--- config.mk ---
export PLATFORM = sky130hd
export DESIGN_NAME = fetch_sequencer_flat
export DESIGN_NICKNAME = d
export VERILOG_FILES = /design/src/rtl/fetch_sequencer_if.sv /design/src/rtl/fetch_sequencer.sv /design/src/flat_wrapper.sv
export SDC_FILE = /design/constraint.sdc
export NUM_CORES = 1
export LEC_CHECK = 0
export CORE_MARGIN = 5
export CORE_UTILIZATION = 46
export DETAILED_ROUTE_END_ITERATION = 12
export GPL_ROUTABILITY_DRIVEN = 0
export PLACE_DENSITY = 0.79
export RECOVER_POWER = 100
export REMOVE_ABC_BUFFERS = 1
export SKIP_LAST_GASP = 1
export SLEW_MARGIN = 0
export SYNTH_ARGS = -nofsm -noshare
export SYNTH_HDL_FRONTEND = slang
export SYNTH_SLANG_ARGS = --single-unit
--- constraint.sdc ---
create_clock -name clk -period 2.4 [get_ports clk]
set_clock_uncertainty 0.1 [all_clocks]
set_input_delay 0.24 -clock clk [delete_from_list [all_inputs] [get_ports clk]]
set_output_delay 0.24 -clock clk [all_outputs]
set_load 0.03 [all_outputs]
--- src/rtl/fetch_sequencer_if.sv ---
// Fetch sequencer bundle: decode handshake, redirect request and instruction memory port.
// master = sequencer side, slave = memory/decode environment.
interface fetch_sequencer_if;
  logic        enable_i;
  logic        ready_i;
  logic        redirect_i;
  logic [31:0] redirect_pc_i;
  logic [31:0] mem_addr_o;
  logic [31:0] mem_data_i;
  logic        valid_o;
  logic [31:0] instr_o;
  logic [31:0] pc_o;
  logic        busy_o;
  logic        err_o;

  modport master (
    input  enable_i, ready_i, redirect_i, redirect_pc_i, mem_data_i,
    output mem_addr_o, valid_o, instr_o, pc_o, busy_o, err_o
  );

  modport slave (
    output enable_i, ready_i, redirect_i, redirect_pc_i, mem_data_i,
    input  mem_addr_o, valid_o, instr_o, pc_o, busy_o, err_o
  );
endinterface

--- src/rtl/fetch_sequencer.sv ---
// Fetch sequencer: issues PC reads to a 1-cycle synchronous memory, delivers words in program order
// through an output register plus one skid entry; issue-to-valid is 2 edges, issue stalls when both entries are spoken for.
module fetch_sequencer #(
  parameter logic [31:0] RESET_PC = 32'h0000_0000,
  parameter logic [31:0] ADDR_MAX = 32'd1020
) (
  input  logic              clk,
  input  logic              rst_n,
  fetch_sequencer_if.master bus
);

  typedef enum logic [1:0] {
    IDLE  = 2'd0,
    RUN   = 2'd1,
    DRAIN = 2'd2
  } state_e;

  state_e      state_q, state_d;
  logic [31:0] pc_q, pc_d;
  logic [31:0] req_pc_q, req_pc_d;
  logic        inflight_q, inflight_d;
  logic        out_vld_q, out_vld_d;
  logic [31:0] out_instr_q, out_instr_d;
  logic [31:0] out_pc_q, out_pc_d;
  logic        skid_vld_q, skid_vld_d;
  logic [31:0] skid_instr_q, skid_instr_d;
  logic [31:0] skid_pc_q, skid_pc_d;
  logic        err_q, err_d;

  logic        pop;
  logic        issue;
  logic        busy;
  logic        space_ok;
  logic [1:0]  occ;
  logic [31:0] redir_pc;
  logic        redir_bad;

  assign pop       = out_vld_q & bus.ready_i;
  // Entries already committed: buffered words plus the read still coming back.
  assign occ       = {1'b0, out_vld_q} + {1'b0, skid_vld_q} + {1'b0, inflight_q};
  assign space_ok  = (occ - {1'b0, pop}) < 2'd2;
  assign redir_pc  = {bus.redirect_pc_i[31:2], 2'b00};
  assign redir_bad = redir_pc > ADDR_MAX;

  // State register
  always_ff @(posedge clk or negedge rst_n) begin
    if (!rst_n) begin
      state_q <= IDLE;
    end else begin
      state_q <= state_d;
    end
  end

  // Next-state logic; a redirect freezes the state for that cycle
  always_comb begin
    state_d = state_q;
    if (!bus.redirect_i) begin
      case (state_q)
        IDLE:    if (bus.enable_i) state_d = RUN;
        RUN:     if (!bus.enable_i) state_d = DRAIN;
        DRAIN: begin
          if (bus.enable_i)     state_d = RUN;
          else if (!inflight_q) state_d = IDLE;
        end
        default: state_d = IDLE;
      endcase
    end
  end

  // FSM outputs
  always_comb begin
    issue = 1'b0;
    busy  = 1'b0;
    case (state_q)
      RUN: begin
        issue = space_ok & ~bus.redirect_i;
        busy  = 1'b1;
      end
      DRAIN:   busy = 1'b1;
      default: begin
        issue = 1'b0;
        busy  = 1'b0;
      end
    endcase
  end

  // PC, in-flight tracking and the two-entry return buffer
  always_comb begin
    pc_d         = pc_q;
    req_pc_d     = req_pc_q;
    inflight_d   = 1'b0;
    out_vld_d    = out_vld_q;
    out_instr_d  = out_instr_q;
    out_pc_d     = out_pc_q;
    skid_vld_d   = skid_vld_q;
    skid_instr_d = skid_instr_q;
    skid_pc_d    = skid_pc_q;
    err_d        = err_q;

    if (bus.redirect_i) begin
      out_vld_d  = 1'b0;
      skid_vld_d = 1'b0;
      pc_d       = redir_bad ? RESET_PC : redir_pc;
      err_d      = err_q | redir_bad;
    end else begin
      if (issue) begin
        inflight_d = 1'b1;
        req_pc_d   = pc_q;
        pc_d       = (pc_q >= ADDR_MAX) ? RESET_PC : pc_q + 32'd4;
      end

      if (!out_vld_q || pop) begin
        // Skid is older than anything returning, so it always goes first.
        if (skid_vld_q) begin
          out_vld_d    = 1'b1;
          out_instr_d  = skid_instr_q;
          out_pc_d     = skid_pc_q;
          skid_vld_d   = inflight_q;
          skid_instr_d = bus.mem_data_i;
          skid_pc_d    = req_pc_q;
        end else if (inflight_q) begin
          out_vld_d   = 1'b1;
          out_instr_d = bus.mem_data_i;
          out_pc_d    = req_pc_q;
        end else begin
          out_vld_d = 1'b0;
        end
      end else if (inflight_q) begin
        skid_vld_d   = 1'b1;
        skid_instr_d = bus.mem_data_i;
        skid_pc_d    = req_pc_q;
      end
    end
  end

  always_ff @(posedge clk or negedge rst_n) begin
    if (!rst_n) begin
      pc_q         <= RESET_PC;
      req_pc_q     <= 32'd0;
      inflight_q   <= 1'b0;
      out_vld_q    <= 1'b0;
      out_instr_q  <= 32'd0;
      out_pc_q     <= 32'd0;
      skid_vld_q   <= 1'b0;
      skid_instr_q <= 32'd0;
      skid_pc_q    <= 32'd0;
      err_q        <= 1'b0;
    end else begin
      pc_q         <= pc_d;
      req_pc_q     <= req_pc_d;
      inflight_q   <= inflight_d;
      out_vld_q    <= out_vld_d;
      out_instr_q  <= out_instr_d;
      out_pc_q     <= out_pc_d;
      skid_vld_q   <= skid_vld_d;
      skid_instr_q <= skid_instr_d;
      skid_pc_q    <= skid_pc_d;
      err_q        <= err_d;
    end
  end

  assign bus.mem_addr_o = pc_q;
  assign bus.valid_o    = out_vld_q;
  assign bus.instr_o    = out_instr_q;
  assign bus.pc_o       = out_pc_q;
  assign bus.busy_o     = busy;
  assign bus.err_o      = err_q;

endmodule

--- src/flat_wrapper.sv ---
// flat-port wrapper written by rule: the top's interface ports become plain ports
module fetch_sequencer_flat 
#(
  parameter logic [31:0] RESET_PC = 32'h0000_0000,
  parameter logic [31:0] ADDR_MAX = 32'd1020
)
  (clk, rst_n, bus_enable_i, bus_ready_i, bus_redirect_i, bus_redirect_pc_i, bus_mem_data_i, bus_mem_addr_o, bus_valid_o, bus_instr_o, bus_pc_o, bus_busy_o, bus_err_o);
  fetch_sequencer_if bus_i ();
  input  logic clk;
  input  logic rst_n;
  input wire logic [$bits(bus_i.enable_i)-1:0] bus_enable_i;
  input wire logic [$bits(bus_i.ready_i)-1:0] bus_ready_i;
  input wire logic [$bits(bus_i.redirect_i)-1:0] bus_redirect_i;
  input wire logic [$bits(bus_i.redirect_pc_i)-1:0] bus_redirect_pc_i;
  input wire logic [$bits(bus_i.mem_data_i)-1:0] bus_mem_data_i;
  output wire logic [$bits(bus_i.mem_addr_o)-1:0] bus_mem_addr_o;
  output wire logic [$bits(bus_i.valid_o)-1:0] bus_valid_o;
  output wire logic [$bits(bus_i.instr_o)-1:0] bus_instr_o;
  output wire logic [$bits(bus_i.pc_o)-1:0] bus_pc_o;
  output wire logic [$bits(bus_i.busy_o)-1:0] bus_busy_o;
  output wire logic [$bits(bus_i.err_o)-1:0] bus_err_o;
  assign bus_i.enable_i = bus_enable_i;
  assign bus_i.ready_i = bus_ready_i;
  assign bus_i.redirect_i = bus_redirect_i;
  assign bus_i.redirect_pc_i = bus_redirect_pc_i;
  assign bus_i.mem_data_i = bus_mem_data_i;
  assign bus_mem_addr_o = bus_i.mem_addr_o;
  assign bus_valid_o = bus_i.valid_o;
  assign bus_instr_o = bus_i.instr_o;
  assign bus_pc_o = bus_i.pc_o;
  assign bus_busy_o = bus_i.busy_o;
  assign bus_err_o = bus_i.err_o;
  fetch_sequencer #(.RESET_PC(RESET_PC), .ADDR_MAX(ADDR_MAX)) u_core (.clk(clk), .rst_n(rst_n), .bus(bus_i));
endmodule
# Yosys cells after proc, flatten, opt, wreduce, memory -nomap -nowiden

Index checks and enable logic that the tools add are counted.

Logic and storage cells: 70
Output and inout bits: 99
Input bits: 69
Bits in registers: 198

Mux-type cells: 29
$add $sub $neg: 4
Bitwise gates (word level): 4
Equality and inequality tests: 6
Reduce and logical (&&, ||, !) cells: 13
$lt $le $gt $ge: 3

Operator list:

| kind                  | count |
|---|---|
| $mux 32               | 12 |
| $add 32x3->32 const B | 1 |
| $ge 32x10->1 const B  | 1 |
| $gt 32x10->1 const B  | 1 |
| $mux 1                | 12 |
| $mux 2                | 4 |
| $reduce_bool 2->1     | 4 |
| $pmux 2 s3            | 1 |
| $reduce_and 3->1      | 2 |
| $ne 2x2->1 const B    | 2 |
| $reduce_and 4->1      | 1 |
| $ne 3x3->1 const B    | 1 |
| $reduce_bool 3->1     | 1 |
| $add 1x1->2           | 1 |
| $add 2x1->2           | 1 |
| $and 1x1->1           | 2 |
| $eq 2x1->1 const B    | 1 |
| $eq 2x2->1 const B    | 1 |
| $logic_not 2->1       | 1 |
| $lt 2x2->1 const B    | 1 |
| $ne 2x1->1 const B    | 1 |
| $reduce_and 2->1      | 1 |
| $reduce_or 2->1       | 1 |
| $sub 2x1->2           | 1 |
| 4 further kinds       | 4 |

# Longest topological paths before layout

Gate-level depths: netlist of the first run.

Depth after elaboration: 8
Gate-level depth with buffers: 10
Depth with buffers taken out: 9

# Least setup slack after synthesis of the first run

No wires, ideal clock.

Path type: register to register
Start: reg u_core.out_vld_q, in the netlist u_core.bus.valid_o
End: reg u_core.req_pc_q[24]
Library setup time: 0.125 ns
Arrival time: 2.410 ns
Stages on the path, launching flop included: 11
Buffers on the path: 2
Data required time: 2.175 ns
Clock period less this slack: 2.634 ns
Setup slack: -0.234 ns
Cells stage by stage: dfrtp_1 > and2_1 > ha_1 > inv_1 > ha_1 > a21oi_2 > mux2i_1 > and2_1 > clkbuf_1 > buf_4 > mux2_2

Longest elaborated chain between the ends: 7
Elaborated cells on any way between the ends: 8
Those cells by class: add/sub (3); order compare (1); mux (1); bitwise (2); reduce/logical (1)

Ends and longest elaborated chain:

| item                                  | RTL line               | source |
|---|---|---|
| from (decl)                           | fetch_sequencer.sv:22  | `logic out_vld_q, out_vld_d;` |
| from (signal assigned)                | fetch_sequencer.sv:152 | `out_vld_q <= out_vld_d;` |
| $add 1x1->2                           | fetch_sequencer.sv:40  | `assign occ = {1'b0, out_vld_q} + {1'b0, skid_vld_q} + {1'b0, inflight_q};` |
| $add 2x1->2                           | fetch_sequencer.sv:40  |  |
| $sub 2x1->2 (*)                       | fetch_sequencer.sv:41  | `assign space_ok = (occ - {1'b0, pop}) < 2'd2;` |
| $lt 2x2->1 (*)                        | fetch_sequencer.sv:41  |  |
| $and 1x1->1 (*)                       | fetch_sequencer.sv:76  | `issue = space_ok & ~bus.redirect_i;` |
| $mux 1 (*)                            | fetch_sequencer.sv:74  | `case (state_q)` |
| $reduce_and 2->1 (no source line) (*) | --                     |  |
| to (signal assigned)                  | fetch_sequencer.sv:150 | `req_pc_q <= req_pc_d;` |
| to (decl)                             | fetch_sequencer.sv:20  | `logic [31:0] req_pc_q, req_pc_d;` |

Every way passes the cells marked *; elsewhere a longest branch is shown, timed or not.
A chain may end at the register's enable or synchronous reset.

# Worst setup path after layout of the first run

Start: reg u_core.out_vld_q, in the netlist u_core.bus.valid_o
End: reg u_core.req_pc_q[10]

The elaborated chain is that of the path after synthesis.

==> results of run 1 <==
[state kept, by name, summed over array words and instances, names as in the netlist]
signal / cells
u_core.bus.instr_o: 32
u_core.skid_instr_q: 32
u_core.req_pc_q: 30
u_core.skid_vld_q: 1
u_core.inflight_q: 1
u_core.bus.mem_addr_o: 30
u_core.bus.err_o: 1
u_core.bus.valid_o: 1
u_core.state_q: 2
u_core.skid_pc_q: 30
u_core.bus.pc_o: 30
[cell type report]
cell class,instances,share of cell area
clock buffers,23,0.0448
clock inverters,9,0.00780
inverters,10,0.00344
multi-input cells,425,0.296
flip-flops and latches,190,0.436
well taps,225,0.0258
repair buffers,196,0.185
[cells in the mapped netlist (5+ instances only)]
master,n,area share
nand3_1,7,0.0043
a21oi_1,72,0.045
clkbuf_1,12,0.0056
dfrtp_1,190,0.59
nor2b_1,6,0.0046
mux2_2,90,0.13
and2_1,12,0.0093
nor4_1,11,0.0085
buf_2,19,0.012
ha_1,8,0.012
o21ai_0,8,0.0050
nor3_1,8,0.0050
buf_4,8,0.0074
inv_1,10,0.0046
a211oi_1,5,0.0046
mux2i_1,64,0.079
nor2_1,83,0.039
nand2_1,16,0.0074
[stage by stage]
step / hold slack [ns] / setup slack, ns / power [uW]
floorplan: -0.156 / -3.92 / 6870
global placement: 0.147 / -0.334 / 8570
detailed placement: 0.153 / -0.411 / 8710
CTS: 0.259 / -0.0974 / 11600
global route: 0.309 / -0.131 / 12300
finish: 0.328 / -0.0684 / 11600
[worst paths after layout]
| path | from | to | slack [ns] | cells past startpoint |
|---|---|---|---|---|
| max in group asynchronous | rst_n | u_core.bus.pc_o[29] | 0.36 | 3 |
| max | u_core.bus.valid_o | u_core.req_pc_q[10] | -0.07 | 9 |
| max reg2reg | u_core.bus.valid_o | u_core.req_pc_q[10] | -0.07 | 9 |
| min | bus_redirect_pc_i[4] | u_core.bus.mem_addr_o[4] | 0.33 | 3 |
| min in group asynchronous | rst_n | u_core.bus.mem_addr_o[15] | 0.63 | 2 |
| min reg2reg | u_core.bus.err_o | u_core.bus.err_o | 0.38 | 1 |
[worst max-delay path: stages, from the launching register on]
cell	delay (ns)
dfrtp_1	0.37
and2_1	0.14
ha_1	0.30
inv_2	0.07
ha_4	0.20
a21oi_4	0.13
mux2i_2	0.26
and2_4	0.26
clkbuf_16	0.19
mux2_2	0.33
[routing by layer]
metal / up-vias / track usage
li1: 2665 / -
met1: 2849 / 0.253
met2: 193 / 0.296
met3: 29 / 0.0521
met4: 0 / 0.0500
met5: - / 0
[cell families after synthesis]
family,after synthesis,synth area share
other,1,0.000464
buffers and inverters,50,0.0308
multiplexers,156,0.207
AND/OR/NAND/NOR,159,0.0926
adder cells (fa/ha/maj),8,0.0124
flip-flops,190,0.588
AO/OA/AOI/OAI,97,0.0681
[repair_timing]
action	in CTS	in global routing
hold buffers	1	0
endpoints found under the setup margin	57	60
resized for setup	12	21
cloned	1	3
buffers inserted	2	3
endpoints found under the hold margin	55	0
pin swaps	2	7
[power breakdown]
part | internal (uW) | leakage (uW) | switching (uW)
clock network | 1540 | 0.000287 | 1180
registers | 4040 | 0.00246 | 478
logic | 1970 | 0.00196 | 2390
==> flow_summary_export.csv, run 1 <==
group,metric,value,unit
finish,n_antenna_cell,0,
grt,gr-total-overflow,0,
power_and_ir_drop,max-vdd-ir-drop,644,uV
routing,wl_met2,8940,um
placed_design,io_buffers,161,
sta,relSlewSlack,-0.0101,
placed_design,dpl_cell_area,10100,um2
synthesis,synth_edf_count,0,
routing,drt_pass1_iterations,4,
routing,vias_per_cell,5.32,
sta,setup_tns,-1.09,ns
routing,vias,5736,
sta,fin_crit,2.47,ns
routing,wl_met3,1280,um
die,fp-row-count,48,
grt,track_usage,0.186,
clock_tree,clk_latency,0.42,ns
clock_tree,numCtsBuffers,17,
worst_setup_path,worstPathArrival,2.68,ns
synthesis,synth_top_flop_cell,"dfrtp_1",
synthesis,ys_async_sr_fraction,1.00,
routing,wl,18800,um
run_status,status,"complete, but fails checks",
worst_setup_path,cp-end-kind,"register",
run_status,violations,"max-capacitance violations, max-slew violations, negative setup slack",
grt,antenna_found_initial,0,
die,die_h,143,um
finish,fillers,1373,
finish,final_cell_mix,"dfrtp_1 (189), clkdlybuf4s50_1 (159), nor2_1 (82)",
finish,area_delta_synth_final,34.9,%
worst_setup_path,required,2.61,ns
flow_run,drv_cap,1,
grt,grt_max_degree,60,
sta,finalCritPeriodShare,1.03,
sta,slew_violations,59,
die,dieArea,20300,um2
die,initial_utilization,0.467,
placed_design,dp.cells,1038,
sta,fin_ws,-0.0684,ns
clock_tree,clk_pin_slew,0.07,ns
finish,multi_input_area,3230,um2
clock_tree,clockBufferDepth,2,
worst_setup_path,crit_type,"register to register",
sta,rsz0062_at_grt,"true",
routing,drc,0,
power_and_ir_drop,p_leak,0.00471,uW
sta,max_freq,405,MHz
worst_setup_path,start_kind,"register",
clock_tree,cts_root_buf,"clkbuf_16",
synthesis,synth_area,8080,um2
finish,regArea,4760,um2
synthesis,synth_cells,661,
clock_tree,cts.sinks,190,
finish,nNetsFinal,917,
die,io_pins,168,
routing,maxUsedRoutingLayer,"met4",
die,core_area,17300,um2
worst_setup_path,path_max_fanout,10,
power_and_ir_drop,power.density,1060,nW/um2
finish,final_common_cell,"dfrtp_1",
grt,grt_first_pass_wirelength,30400,um
routing,wl_per_cell,17.4,um
synthesis,synth_cell_types,37,
placed_design,hpwl,12700,um
finish,final_core_util,0.630,
routing,ant_nets,0,
clock_tree,htreeDepth,4,
sta,hold_violations,0,
synthesis,synth_warnings,0,
sta,setup_violations,25,
routing,wl_met1,8260,um
synthesis,ys_ff_latch,190,
finish,drive_gt1_frac,0.210,
synthesis,syn_area_per_cell,12.2,um2
finish,final_cells,1078,
sta,tightest_slew,1.52,ns
finish,final_area,10900,um2
routing,drt_iter0_drc,325,
synthesis,seq_area_frac_synth,0.588,
die,die_x,143,um
grt,grt_pass1_vias,5984,
clock_tree,cts_tree,"built",
worst_hold_path,hp-class,"input port to register",
(Power assumes the default switching activity.)
==> inputs of run 2 (changes only) <==
--- a/config.mk
+++ b/config.mk
@@ -5,6 +5,7 @@
 export SDC_FILE = /design/constraint.sdc
 export NUM_CORES = 1
 export LEC_CHECK = 0
+export ABC_CLOCK_PERIOD_IN_PS = 2400
 export CORE_MARGIN = 5
 export CORE_UTILIZATION = 46
 export DETAILED_ROUTE_END_ITERATION = 12
==> results of run 2 <==
Same layout as run 1: the final DEF is identical, and so are final timing and power.
==> inputs of run 3 (changes only) <==
--- a/config.mk
+++ b/config.mk
@@ -8,6 +8,7 @@
 export ABC_CLOCK_PERIOD_IN_PS = 2400
 export CORE_MARGIN = 5
 export CORE_UTILIZATION = 46
+export CTS_CLUSTER_DIAMETER = 30
 export DETAILED_ROUTE_END_ITERATION = 12
 export GPL_ROUTABILITY_DRIVEN = 0
 export PLACE_DENSITY = 0.79
==> results of run 3 <==
Same layout as run 1: the final DEF is identical, and so are final timing and power.
